### config.mk
export PLATFORM = sky130hd
export DESIGN_NAME = axi4_burst_master_flat
export DESIGN_NICKNAME = d
export VERILOG_FILES = /design/src/rtl/axi_master_pkg.sv /design/src/rtl/axi4_burst_master_if.sv /design/src/rtl/axi4_burst_master.sv /design/src/flat_wrapper.sv
export SDC_FILE = /design/constraint.sdc
export NUM_CORES = 1
export LEC_CHECK = 0
export CORE_MARGIN = 3
export CORE_UTILIZATION = 30
export DETAILED_ROUTE_END_ITERATION = 8
export PLACE_DENSITY = 0.78
export RECOVER_POWER = 50
export REMOVE_ABC_BUFFERS = 1
export SLEW_MARGIN = 20
export SYNTH_ARGS = -nofsm -noshare
export SYNTH_HDL_FRONTEND = slang
export SYNTH_SLANG_ARGS = --single-unit
export TNS_END_PERCENT = 50
### constraint.sdc
create_clock -name ACLK -period 1.6 [get_ports ACLK]
set_input_delay 0.16 -clock ACLK [delete_from_list [all_inputs] [get_ports ACLK]]
set_output_delay 0.16 -clock ACLK [all_outputs]
set_load 0.02 [all_outputs]
### src/rtl/axi_master_pkg.sv
// -----------------------------------------------------------------------------
// axi_master_pkg
// Shared types and constants for the AXI4 burst master:
//   state_e      - controller states (IDLE, AW, W, B, AR, R, RSP)
//   RESP_*       - AXI response encodings
//   BOUNDARY_4K  - AXI bursts must not cross a 4 KB page
//   crosses_4k() - page-crossing test for a beat-aligned INCR burst
//   resp_max()   - worst-case merge of two AXI responses
// -----------------------------------------------------------------------------
package axi_master_pkg;

  typedef enum logic [2:0] {
    IDLE,
    AW,
    W,
    B,
    AR,
    R,
    RSP
  } state_e;

  localparam logic [1:0] RESP_OKAY   = 2'b00;
  localparam logic [1:0] RESP_EXOKAY = 2'b01;
  localparam logic [1:0] RESP_SLVERR = 2'b10;
  localparam logic [1:0] RESP_DECERR = 2'b11;

  localparam int BOUNDARY_4K = 4096;

  // True when a burst starting at page offset 'offset' with AxLEN 'len' and
  // 2**size bytes per beat runs past the end of its 4 KB page. Ending exactly
  // on the boundary is legal.
  function automatic logic crosses_4k(input logic [11:0] offset,
                                      input logic [7:0]  len,
                                      input int          size);
    logic [31:0] span;
    span = ({24'd0, len} + 32'd1) << size;
    return ({20'd0, offset} + span) > 32'(BOUNDARY_4K);
  endfunction

  // Response codes are ordered by severity, so the numerically larger wins.
  function automatic logic [1:0] resp_max(input logic [1:0] a, input logic [1:0] b);
    return (a > b) ? a : b;
  endfunction

endpackage

### src/rtl/axi4_burst_master_if.sv
// -----------------------------------------------------------------------------
// axi4_burst_master_if
// Bundles the client side (command, write stream, read stream, response) and
// the AXI4 side (AW/W/B/AR/R) of the burst master.
//   modport master - the burst master's view (drives AXI requests, client data)
//   modport slave  - the environment's view (client + AXI slave)
// -----------------------------------------------------------------------------
interface axi4_burst_master_if #(
  parameter int ADDR_W = 16,
  parameter int DATA_W = 32
);
  // client command
  logic              cmd_valid;
  logic              cmd_ready;
  logic              cmd_write;
  logic [ADDR_W-1:0] cmd_addr;
  logic [7:0]        cmd_len;
  // client write stream
  logic              wdat_valid;
  logic              wdat_ready;
  logic [DATA_W-1:0] wdat_data;
  // client read stream
  logic              rdat_valid;
  logic              rdat_ready;
  logic [DATA_W-1:0] rdat_data;
  logic              rdat_last;
  // client response
  logic              rsp_valid;
  logic              rsp_write;
  logic [1:0]        rsp_resp;
  logic              rsp_err;
  // AXI write address / data / response
  logic [ADDR_W-1:0] AWADDR;
  logic [7:0]        AWLEN;
  logic [2:0]        AWSIZE;
  logic              AWVALID;
  logic              AWREADY;
  logic [DATA_W-1:0] WDATA;
  logic              WLAST;
  logic              WVALID;
  logic              WREADY;
  logic [1:0]        BRESP;
  logic              BVALID;
  logic              BREADY;
  // AXI read address / data
  logic [ADDR_W-1:0] ARADDR;
  logic [7:0]        ARLEN;
  logic [2:0]        ARSIZE;
  logic              ARVALID;
  logic              ARREADY;
  logic [DATA_W-1:0] RDATA;
  logic [1:0]        RRESP;
  logic              RLAST;
  logic              RVALID;
  logic              RREADY;

  modport master (
    input  cmd_valid, cmd_write, cmd_addr, cmd_len,
    output cmd_ready,
    input  wdat_valid, wdat_data,
    output wdat_ready,
    output rdat_valid, rdat_data, rdat_last,
    input  rdat_ready,
    output rsp_valid, rsp_write, rsp_resp, rsp_err,
    output AWADDR, AWLEN, AWSIZE, AWVALID,
    input  AWREADY,
    output WDATA, WLAST, WVALID,
    input  WREADY,
    input  BRESP, BVALID,
    output BREADY,
    output ARADDR, ARLEN, ARSIZE, ARVALID,
    input  ARREADY,
    input  RDATA, RRESP, RLAST, RVALID,
    output RREADY
  );

  modport slave (
    output cmd_valid, cmd_write, cmd_addr, cmd_len,
    input  cmd_ready,
    output wdat_valid, wdat_data,
    input  wdat_ready,
    input  rdat_valid, rdat_data, rdat_last,
    output rdat_ready,
    input  rsp_valid, rsp_write, rsp_resp, rsp_err,
    input  AWADDR, AWLEN, AWSIZE, AWVALID,
    output AWREADY,
    input  WDATA, WLAST, WVALID,
    output WREADY,
    output BRESP, BVALID,
    input  BREADY,
    input  ARADDR, ARLEN, ARSIZE, ARVALID,
    output ARREADY,
    output RDATA, RRESP, RLAST, RVALID,
    input  RREADY
  );

endinterface

### src/rtl/axi4_burst_master.sv
// -----------------------------------------------------------------------------
// axi4_burst_master
// Turns one client command (addr, len, rd/wr) plus a data stream into a single
// AXI4 INCR burst and returns one response record. One transaction at a time.
// Ports:
//   ACLK    - clock, rising edge
//   ARESET  - asynchronous active-high reset; abandons any burst in flight
//   bus     - axi4_burst_master_if.master: client cmd/wdat/rdat/rsp + AXI AW/W/B/AR/R
// Data beats are combinational pass-throughs between client and AXI channels
// (W and R states only); the FSM only sequences handshakes and counts beats.
// -----------------------------------------------------------------------------
module axi4_burst_master
  import axi_master_pkg::*;
#(
  parameter int ADDR_W = 16,
  parameter int DATA_W = 32
) (
  input  logic                ACLK,
  input  logic                ARESET,
  axi4_burst_master_if.master bus
);

  localparam int BYTES = DATA_W / 8;
  localparam int SIZE  = $clog2(BYTES);

  state_e            state_q, state_d;
  logic [ADDR_W-1:0] addr_q,  addr_d;
  logic [7:0]        len_q,   len_d;
  logic              write_q, write_d;
  logic [7:0]        cnt_q,   cnt_d;
  logic [1:0]        resp_q,  resp_d;
  logic              err_q,   err_d;
  // Holds cmd_ready low while reset is asserted and for the first edge after.
  logic              alive_q;

  logic last_beat;
  logic cmd_bad;

  assign last_beat = (cnt_q == len_q);
  assign cmd_bad   = ((bus.cmd_addr & ADDR_W'(BYTES - 1)) != '0) ||
                     crosses_4k(bus.cmd_addr[11:0], bus.cmd_len, SIZE);

  // Address/length come straight from the command registers, so they are
  // stable for the whole AW/AR phase.
  assign bus.AWADDR    = addr_q;
  assign bus.AWLEN     = len_q;
  assign bus.AWSIZE    = 3'(SIZE);
  assign bus.ARADDR    = addr_q;
  assign bus.ARLEN     = len_q;
  assign bus.ARSIZE    = 3'(SIZE);
  assign bus.WDATA     = bus.wdat_data;
  assign bus.WLAST     = last_beat;
  assign bus.rdat_data = bus.RDATA;
  assign bus.rsp_write = write_q;
  assign bus.rsp_resp  = resp_q;
  assign bus.rsp_err   = err_q;

  always_ff @(posedge ACLK or posedge ARESET) begin
    if (ARESET) begin
      state_q <= IDLE;
      addr_q  <= '0;
      len_q   <= '0;
      write_q <= 1'b0;
      cnt_q   <= '0;
      resp_q  <= RESP_OKAY;
      err_q   <= 1'b0;
      alive_q <= 1'b0;
    end else begin
      state_q <= state_d;
      addr_q  <= addr_d;
      len_q   <= len_d;
      write_q <= write_d;
      cnt_q   <= cnt_d;
      resp_q  <= resp_d;
      err_q   <= err_d;
      alive_q <= 1'b1;
    end
  end

  always_comb begin
    state_d = state_q;
    addr_d  = addr_q;
    len_d   = len_q;
    write_d = write_q;
    cnt_d   = cnt_q;
    resp_d  = resp_q;
    err_d   = err_q;

    bus.cmd_ready  = 1'b0;
    bus.AWVALID    = 1'b0;
    bus.WVALID     = 1'b0;
    bus.wdat_ready = 1'b0;
    bus.BREADY     = 1'b0;
    bus.ARVALID    = 1'b0;
    bus.RREADY     = 1'b0;
    bus.rdat_valid = 1'b0;
    bus.rdat_last  = 1'b0;
    bus.rsp_valid  = 1'b0;

    unique case (state_q)
      IDLE: begin
        bus.cmd_ready = alive_q;
        if (alive_q && bus.cmd_valid) begin
          addr_d  = bus.cmd_addr;
          len_d   = bus.cmd_len;
          write_d = bus.cmd_write;
          cnt_d   = '0;
          resp_d  = RESP_OKAY;
          err_d   = 1'b0;
          if (cmd_bad) begin
            // Rejected locally: report straight away, no AXI traffic.
            err_d   = 1'b1;
            resp_d  = RESP_SLVERR;
            state_d = RSP;
          end else begin
            state_d = bus.cmd_write ? AW : AR;
          end
        end
      end

      AW: begin
        bus.AWVALID = 1'b1;
        if (bus.AWREADY) state_d = W;
      end

      W: begin
        bus.WVALID     = bus.wdat_valid;
        bus.wdat_ready = bus.WREADY;
        if (bus.wdat_valid && bus.WREADY) begin
          if (last_beat) state_d = B;
          else           cnt_d   = cnt_q + 8'd1;
        end
      end

      B: begin
        bus.BREADY = 1'b1;
        if (bus.BVALID) begin
          resp_d  = bus.BRESP;
          state_d = RSP;
        end
      end

      AR: begin
        bus.ARVALID = 1'b1;
        if (bus.ARREADY) state_d = R;
      end

      R: begin
        bus.RREADY     = bus.rdat_ready;
        bus.rdat_valid = bus.RVALID;
        bus.rdat_last  = bus.RLAST;
        if (bus.RVALID && bus.rdat_ready) begin
          resp_d = resp_max(resp_q, bus.RRESP);
          if (bus.RLAST) begin
            if (!last_beat) err_d = 1'b1;
            state_d = RSP;
          end else if (last_beat) begin
            // Slave overran the burst: flag it and drain until RLAST.
            // Counter parks at len so it can never wrap.
            err_d = 1'b1;
          end else begin
            cnt_d = cnt_q + 8'd1;
          end
        end
      end

      RSP: begin
        bus.rsp_valid = 1'b1;
        state_d       = IDLE;
      end

      default: state_d = IDLE;
    endcase
  end

endmodule

### src/flat_wrapper.sv
// flat-port wrapper written by rule: the top's interface ports become plain ports
module axi4_burst_master_flat import axi_master_pkg::*;
#(
  parameter int ADDR_W = 16,
  parameter int DATA_W = 32
)
  (ACLK, ARESET, bus_cmd_valid, bus_cmd_write, bus_cmd_addr, bus_cmd_len, bus_cmd_ready, bus_wdat_valid, bus_wdat_data, bus_wdat_ready, bus_rdat_valid, bus_rdat_data, bus_rdat_last, bus_rdat_ready, bus_rsp_valid, bus_rsp_write, bus_rsp_resp, bus_rsp_err, bus_AWADDR, bus_AWLEN, bus_AWSIZE, bus_AWVALID, bus_AWREADY, bus_WDATA, bus_WLAST, bus_WVALID, bus_WREADY, bus_BRESP, bus_BVALID, bus_BREADY, bus_ARADDR, bus_ARLEN, bus_ARSIZE, bus_ARVALID, bus_ARREADY, bus_RDATA, bus_RRESP, bus_RLAST, bus_RVALID, bus_RREADY);
  axi4_burst_master_if #(.ADDR_W(ADDR_W), .DATA_W(DATA_W)) bus_i ();
  input  logic ACLK;
  input  logic ARESET;
  input wire logic [$bits(bus_i.cmd_valid)-1:0] bus_cmd_valid;
  input wire logic [$bits(bus_i.cmd_write)-1:0] bus_cmd_write;
  input wire logic [$bits(bus_i.cmd_addr)-1:0] bus_cmd_addr;
  input wire logic [$bits(bus_i.cmd_len)-1:0] bus_cmd_len;
  output wire logic [$bits(bus_i.cmd_ready)-1:0] bus_cmd_ready;
  input wire logic [$bits(bus_i.wdat_valid)-1:0] bus_wdat_valid;
  input wire logic [$bits(bus_i.wdat_data)-1:0] bus_wdat_data;
  output wire logic [$bits(bus_i.wdat_ready)-1:0] bus_wdat_ready;
  output wire logic [$bits(bus_i.rdat_valid)-1:0] bus_rdat_valid;
  output wire logic [$bits(bus_i.rdat_data)-1:0] bus_rdat_data;
  output wire logic [$bits(bus_i.rdat_last)-1:0] bus_rdat_last;
  input wire logic [$bits(bus_i.rdat_ready)-1:0] bus_rdat_ready;
  output wire logic [$bits(bus_i.rsp_valid)-1:0] bus_rsp_valid;
  output wire logic [$bits(bus_i.rsp_write)-1:0] bus_rsp_write;
  output wire logic [$bits(bus_i.rsp_resp)-1:0] bus_rsp_resp;
  output wire logic [$bits(bus_i.rsp_err)-1:0] bus_rsp_err;
  output wire logic [$bits(bus_i.AWADDR)-1:0] bus_AWADDR;
  output wire logic [$bits(bus_i.AWLEN)-1:0] bus_AWLEN;
  output wire logic [$bits(bus_i.AWSIZE)-1:0] bus_AWSIZE;
  output wire logic [$bits(bus_i.AWVALID)-1:0] bus_AWVALID;
  input wire logic [$bits(bus_i.AWREADY)-1:0] bus_AWREADY;
  output wire logic [$bits(bus_i.WDATA)-1:0] bus_WDATA;
  output wire logic [$bits(bus_i.WLAST)-1:0] bus_WLAST;
  output wire logic [$bits(bus_i.WVALID)-1:0] bus_WVALID;
  input wire logic [$bits(bus_i.WREADY)-1:0] bus_WREADY;
  input wire logic [$bits(bus_i.BRESP)-1:0] bus_BRESP;
  input wire logic [$bits(bus_i.BVALID)-1:0] bus_BVALID;
  output wire logic [$bits(bus_i.BREADY)-1:0] bus_BREADY;
  output wire logic [$bits(bus_i.ARADDR)-1:0] bus_ARADDR;
  output wire logic [$bits(bus_i.ARLEN)-1:0] bus_ARLEN;
  output wire logic [$bits(bus_i.ARSIZE)-1:0] bus_ARSIZE;
  output wire logic [$bits(bus_i.ARVALID)-1:0] bus_ARVALID;
  input wire logic [$bits(bus_i.ARREADY)-1:0] bus_ARREADY;
  input wire logic [$bits(bus_i.RDATA)-1:0] bus_RDATA;
  input wire logic [$bits(bus_i.RRESP)-1:0] bus_RRESP;
  input wire logic [$bits(bus_i.RLAST)-1:0] bus_RLAST;
  input wire logic [$bits(bus_i.RVALID)-1:0] bus_RVALID;
  output wire logic [$bits(bus_i.RREADY)-1:0] bus_RREADY;
  assign bus_i.cmd_valid = bus_cmd_valid;
  assign bus_i.cmd_write = bus_cmd_write;
  assign bus_i.cmd_addr = bus_cmd_addr;
  assign bus_i.cmd_len = bus_cmd_len;
  assign bus_cmd_ready = bus_i.cmd_ready;
  assign bus_i.wdat_valid = bus_wdat_valid;
  assign bus_i.wdat_data = bus_wdat_data;
  assign bus_wdat_ready = bus_i.wdat_ready;
  assign bus_rdat_valid = bus_i.rdat_valid;
  assign bus_rdat_data = bus_i.rdat_data;
  assign bus_rdat_last = bus_i.rdat_last;
  assign bus_i.rdat_ready = bus_rdat_ready;
  assign bus_rsp_valid = bus_i.rsp_valid;
  assign bus_rsp_write = bus_i.rsp_write;
  assign bus_rsp_resp = bus_i.rsp_resp;
  assign bus_rsp_err = bus_i.rsp_err;
  assign bus_AWADDR = bus_i.AWADDR;
  assign bus_AWLEN = bus_i.AWLEN;
  assign bus_AWSIZE = bus_i.AWSIZE;
  assign bus_AWVALID = bus_i.AWVALID;
  assign bus_i.AWREADY = bus_AWREADY;
  assign bus_WDATA = bus_i.WDATA;
  assign bus_WLAST = bus_i.WLAST;
  assign bus_WVALID = bus_i.WVALID;
  assign bus_i.WREADY = bus_WREADY;
  assign bus_i.BRESP = bus_BRESP;
  assign bus_i.BVALID = bus_BVALID;
  assign bus_BREADY = bus_i.BREADY;
  assign bus_ARADDR = bus_i.ARADDR;
  assign bus_ARLEN = bus_i.ARLEN;
  assign bus_ARSIZE = bus_i.ARSIZE;
  assign bus_ARVALID = bus_i.ARVALID;
  assign bus_i.ARREADY = bus_ARREADY;
  assign bus_i.RDATA = bus_RDATA;
  assign bus_i.RRESP = bus_RRESP;
  assign bus_i.RLAST = bus_RLAST;
  assign bus_i.RVALID = bus_RVALID;
  assign bus_RREADY = bus_i.RREADY;
  axi4_burst_master #(.ADDR_W(ADDR_W), .DATA_W(DATA_W)) u_core (.ACLK(ACLK), .ARESET(ARESET), .bus(bus_i));
endmodule
### After elaboration in Yosys (flattened, before gate mapping)

Index checks and enable logic that the tools add are counted.

| word-level totals | value |
|---|---|
| bits in registers | 40 |
| input bits | 104 |
| output and inout port bits | 133 |
| logic and storage cells | 86 |

| cells by class | value |
|---|---|
| add/subtract/negate cells | 3 |
| $lt $le $gt $ge | 2 |
| equality and inequality tests | 19 |
| multiplexer cells | 40 |
| reductions and logical operators | 14 |

Operators by type and width:

| cell | number |
|---|---|
| 2-to-1 mux 8 bit | 5 |
| adder 12 x 32 -> 32 bit | 1 |
| greater-than comparator 32 x 13 -> 1 bit (second input constant) | 1 |
| 2-to-1 mux 3 bit | 10 |
| case mux 8 bit (3 select lines) | 1 |
| case mux 3 bit (6 select lines) | 1 |
| 2-to-1 mux 1 bit | 16 |
| nonzero test 16 bit | 1 |
| AND reduction 5 bit | 3 |
| != test 2 bit (second input constant) | 7 |
| 2-to-1 mux 2 bit | 5 |
| adder 8 x 1 -> 9 bit (second input constant) | 1 |
| equality test 3 bit (second input constant) | 3 |
| adder 8 x 1 -> 8 bit (second input constant) | 1 |
| equality test 8 bit | 1 |
| AND reduction 8 bit | 1 |
| equality test 3 x 2 -> 1 bit (second input constant) | 2 |
| != test 2 x 1 -> 1 bit (second input constant) | 3 |
| != test 3 bit (second input constant) | 2 |
| case mux 2 bit (3 select lines) | 1 |
| nonzero test 3 bit | 2 |
| equality test 3 x 1 -> 1 bit (second input constant) | 1 |
| logical AND 1 bit | 3 |
| zero test 3 bit | 1 |
| 5 further kinds | 5 |

### Longest topological paths before layout

| depth | value |
|---|---|
| depth in word-level cells | 7 |
| gate-level depth with buffers | 11 |

### Worst setup path before layout

Ideal clock, no wire load.

| timing path | value |
|---|---|
| path kind | input to register |
| from | input port bus_cmd_len[1] |
| to | register u_core.err_q (netlist: u_core.bus.rsp_err) |
| arrival time | 2235 ps |
| required time | 1460 ps |
| path slack | -776 ps |
| stages on the path | 11 |
| cells stage by stage | and3_1 nand3_1 or2_2 xnor2_1 ha_1 nand2b_1 a21oi_1 nor4b_2 nand4_1 o32ai_2 a22oi_1 |

| between the ends | value |
|---|---|
| longest elaborated chain between the ends | 7 |

Ends and longest elaborated chain:

| what | line | text |
|---|---|---|
| from (decl) | flat_wrapper.sv:14 | `input wire logic [$bits(bus_i.cmd_len)-1:0] bus_cmd_len;` |
| adder 8 x 1 -> 9 bit | axi_master_pkg.sv:36 | `span = ({24'd0, len} + 32'd1) << size;` |
| adder 12 x 32 -> 32 bit | axi_master_pkg.sv:37 | `return ({20'd0, offset} + span) > 32'(BOUNDARY_4K);` |
| greater-than comparator 32 x 13 -> 1 bit | axi_master_pkg.sv:37 |  |
| logical OR 1 bit | axi4_burst_master.sv:40 | `assign cmd_bad = ((bus.cmd_addr & ADDR_W'(BYTES - 1)) != '0) \|\|` |
| 2-to-1 mux 1 bit | axi4_burst_master.sv:110 | `if (cmd_bad) begin` |
| 2-to-1 mux 1 bit | axi4_burst_master.sv:103 | `if (alive_q && bus.cmd_valid) begin` |
| case mux 1 bit (2 select lines) | axi4_burst_master.sv:100 | `unique case (state_q)` |
| to (signal assigned) | axi4_burst_master.sv:75 | `err_q <= err_d;` |
| to (decl) | axi4_burst_master.sv:32 | `logic err_q, err_d;` |

Every way passes these cells. The select of a mux whose other input is x is not followed.
A chain may end at the register's enable or synchronous reset.

### Final worst setup path

| timing path | value |
|---|---|
| from | input port bus_cmd_addr[6] |
| to | register u_core.state_q[0] |

| between the ends | value |
|---|---|
| longest elaborated chain between the ends | 6 |

Ends and longest elaborated chain:

| what | line | text |
|---|---|---|
| from (decl) | flat_wrapper.sv:13 | `input wire logic [$bits(bus_i.cmd_addr)-1:0] bus_cmd_addr;` |
| adder 12 x 32 -> 32 bit | axi_master_pkg.sv:37 |  |
| greater-than comparator 32 x 13 -> 1 bit | axi_master_pkg.sv:37 |  |
| logical OR 1 bit | axi4_burst_master.sv:40 |  |
| 2-to-1 mux 3 bit | axi4_burst_master.sv:110 |  |
| 2-to-1 mux 3 bit | axi4_burst_master.sv:103 |  |
| case mux 3 bit (6 select lines) | axi4_burst_master.sv:100 |  |
| to (signal assigned) | axi4_burst_master.sv:69 | `state_q <= state_d;` |
| to (decl) | axi4_burst_master.sv:26 | `state_e state_q, state_d;` |

Every way passes these cells. The select of a mux whose other input is x is not followed.

==> flow_summary.json <==
{
  "dr_total_vias": 3440,
  "post-route-period-util": 1.475,
  "critical_path.max_fanout": 5,
  "final_hold_viol_count": 0,
  "leakage_uw": 0.002423,
  "port_buffers": 102,
  "critPathArrivalTime_ps": 2570,
  "die_w_um": 112.3,
  "grt_pass1_wl_um": 21560,
  "dp_hpwl_um": 12110,
  "htree_levels": 2,
  "routed_wl_um": 15740,
  "initial_core_util": 0.3098,
  "stdcell_count": 676,
  "crit_type": "in2reg",
  "grt_pass1_vias": 3489,
  "worst_pin_slew_ps": 1024,
  "skew_ps": 6.613,
  "grt_antenna_before_repair": 0,
  "power.density_nw_per_um2": 1676,
  "ir_worst_vdd_uv": 627.0,
  "place.gp.congestion": 0.9142,
  "cap_violations": 0,
  "grtUsageTotal": 0.2263,
  "clk_latency_ps": 280,
  "setup_slack_ps": -759.5,
  "cts_tree": "yes",
  "avgSynthCellArea_sq_um": 8.067,
  "diodes": 0,
  "status": "finished, violations left",
  "hold_buffers": 0,
  "grt_max_degree": 41,
  "grt-ovfl-total": 0,
  "mappedNetlistArea_sq_um": 3388,
  "drv_slew": 0,
  "setup_violations": 17,
  "synth_edf_count": 0,
  "ys_ff_latch": 40,
  "hold_class": "in2reg",
  "synth_cell_types": 50,
  "core_area_sq_um": 10940,
  "fp-row-count": 38,
  "cts_sinks": 40,
  "vias_per_cell": 5.089,
  "rsz0062_at_grt": "yes",
  "area_delta_synth_final_pct": 54.36,
  "drc_errors": 0,
  "layout-drive-gt1-share": 0.3526,
  "cp-end-kind": "flip-flop",
  "die_area_sq_um": 12610,
  "clock.fmax_mhz": 423.8,
  "failed_checks": "negative setup slack",
  "die_h_um": 112.3,
  "synth-main-ff-cell": "dfrtp_1",
  "worstPathRequired_ps": 1810,
  "fin_hold_ws_ps": 91.86,
  "io_pins": 237,
  "drt_iter0_drc": 177,
  "clkTransAtPathRegs_ps": 60,
  "fin_tns_setup_ps": -5066,
  "nets": 654,
  "slew_headroom": 0.3173,
  "cts_max_path_buffers": 2,
  "start_kind": "input port",
  "dr.pass1.iters": 4,
  "synthArstFlopShare": 1.000,
  "wl_per_cell_um": 23.28,
  "ant_nets": 0,
  "cts-buffers-inserted": 5,
  "clock-root-buffer": "clkbuf_16",
  "period_minus_slack_ps": 2360,
  "synth_warnings": 0,
  "ys_seq_area_frac": 0.2954,
  "postSynthCellCount": 420,
  "placed_cells": 648
}
[power breakdown]
part | switching, uW | leakage [uW] | internal, uW
combinational | 2880 | 0.00185 | 3040
sequential | 370 | 0.000498 | 1450
clock | 404 | 0.0000712 | 623
[cells in the mapped netlist, drive strengths merged, types with 4 or more instances]
cell    number  area (sq um)
buf        101         740.7
nand2       89         334.1
dfrtp       40          1001
nor2        16         60.06
o21ai       16         80.08
xnor2       16         140.1
a21oi       14         73.82
ha          14         175.2
nand3       13         65.06
inv         11         41.29
and2         9         56.30
and3         8         50.05
nor3         7         35.03
a21o         5         37.54
a22oi        5         42.54
clkbuf       5         18.77
xor2         4         35.03
[layout by cell type, fill, tap and decap left out, types with 5 or more instances in the layout]
cell type        Yosys  layout
ha_4                 0       5
nor2_1              16      14
clkbuf_16            0       6
a21oi_2              1       6
buf_6                0      15
nand2_1             89      87
a21o_1               5       5
o21ai_0             16       8
and2_1               9       8
buf_2                7       7
nand3_1             13       9
clkdlybuf4s50_1      0      78
inv_1               11      11
xnor2_1             16      13
a21oi_1             13       6
conb_1               2       7
and3_1               8       5
ha_1                14       8
dfrtp_1             40      38
buf_4               94      94
o21ai_1              0       6
[flip-flops by register name, indices dropped and copies added, names as in the netlist]
| signal | flops |
|---|---|
| u_core.alive_q | 1 |
| u_core.state_q | 3 |
| u_core.bus.rsp_resp | 2 |
| u_core.cnt_q | 8 |
| u_core.bus.ARLEN | 8 |
| u_core.bus.ARADDR | 16 |
| u_core.bus.rsp_err | 1 |
| u_core.bus.rsp_write | 1 |
[worst paths after layout]
| path | startpoint | endpoint | slack, ps | cells after the start |
|---|---|---|---|---|
| max | bus_cmd_addr[6] | u_core.state_q[0] | -760 | 8 |
| min | bus_cmd_len[1] | u_core.bus.ARLEN[1] | 90 | 3 |
| max reg2reg | u_core.state_q[2] | u_core.state_q[2] | -290 | 7 |
| min reg2reg | u_core.bus.ARADDR[15] | u_core.bus.ARADDR[15] | 510 | 2 |
| max in group asynchronous | ARESET | u_core.state_q[2] | 250 | 3 |
| min in group asynchronous | ARESET | u_core.bus.ARADDR[15] | 650 | 3 |
[worst max-delay path, cell delays in order]
cell	delay (ps)
clkdlybuf4s50_1	490
ha_1	400
a21oi_1	350
a21oi_4	60
nor4b_4	290
nand4_1	190
o32ai_4	400
a221o_1	220
[timing repair]
| action | CTS | global route |
|---|---|---|
| buffers inserted | 14 | 6 |
| gates cloned | 0 | 1 |
| endpoints found under the setup margin | 44 | 45 |
| endpoints found under the hold margin | 0 | 0 |
| resized for setup | 137 | 43 |
| pin swaps | 34 | 27 |
[layer usage]
metal  track usage  routed length (um)
met5       0.08627                 145
met4       0.02965                 222
met2        0.3488                7177
met3        0.2399                3395
met1        0.2086                4798
[stage by stage]
stage               power, uW  cell area [sq um]    util  setup slack [ps]
floorplan                4102               2648       -            -800.4
global placement         6831               4509  0.4124             -1436
detailed placement       6961               4509  0.4124             -1539
CTS                      8354               4959  0.4534            -653.3
global route             9242               5230  0.4783            -811.1
finish                   8764               5230  0.4783            -759.5
[cells by family after synthesis]
group           Yosys count  synth area share
simple gates            164            0.2278
other cells               2          0.002216
flops                    40            0.2954
mux                       3          0.008863
compound gates           59            0.1200
buf+inv                 117            0.2363
xor+xnor                 20           0.05170
fa+ha+maj                15           0.05761
[area by class of cell]
cell class	instances	area [sq um]
timing repair buffer	209	1888
tap	140	175.2
inverter	11	41.29
fill	972	5705
multi-input combinational	268	1976
sequential	40	1003
clock buffer	8	146.4
(Power assumes the default switching activity.)
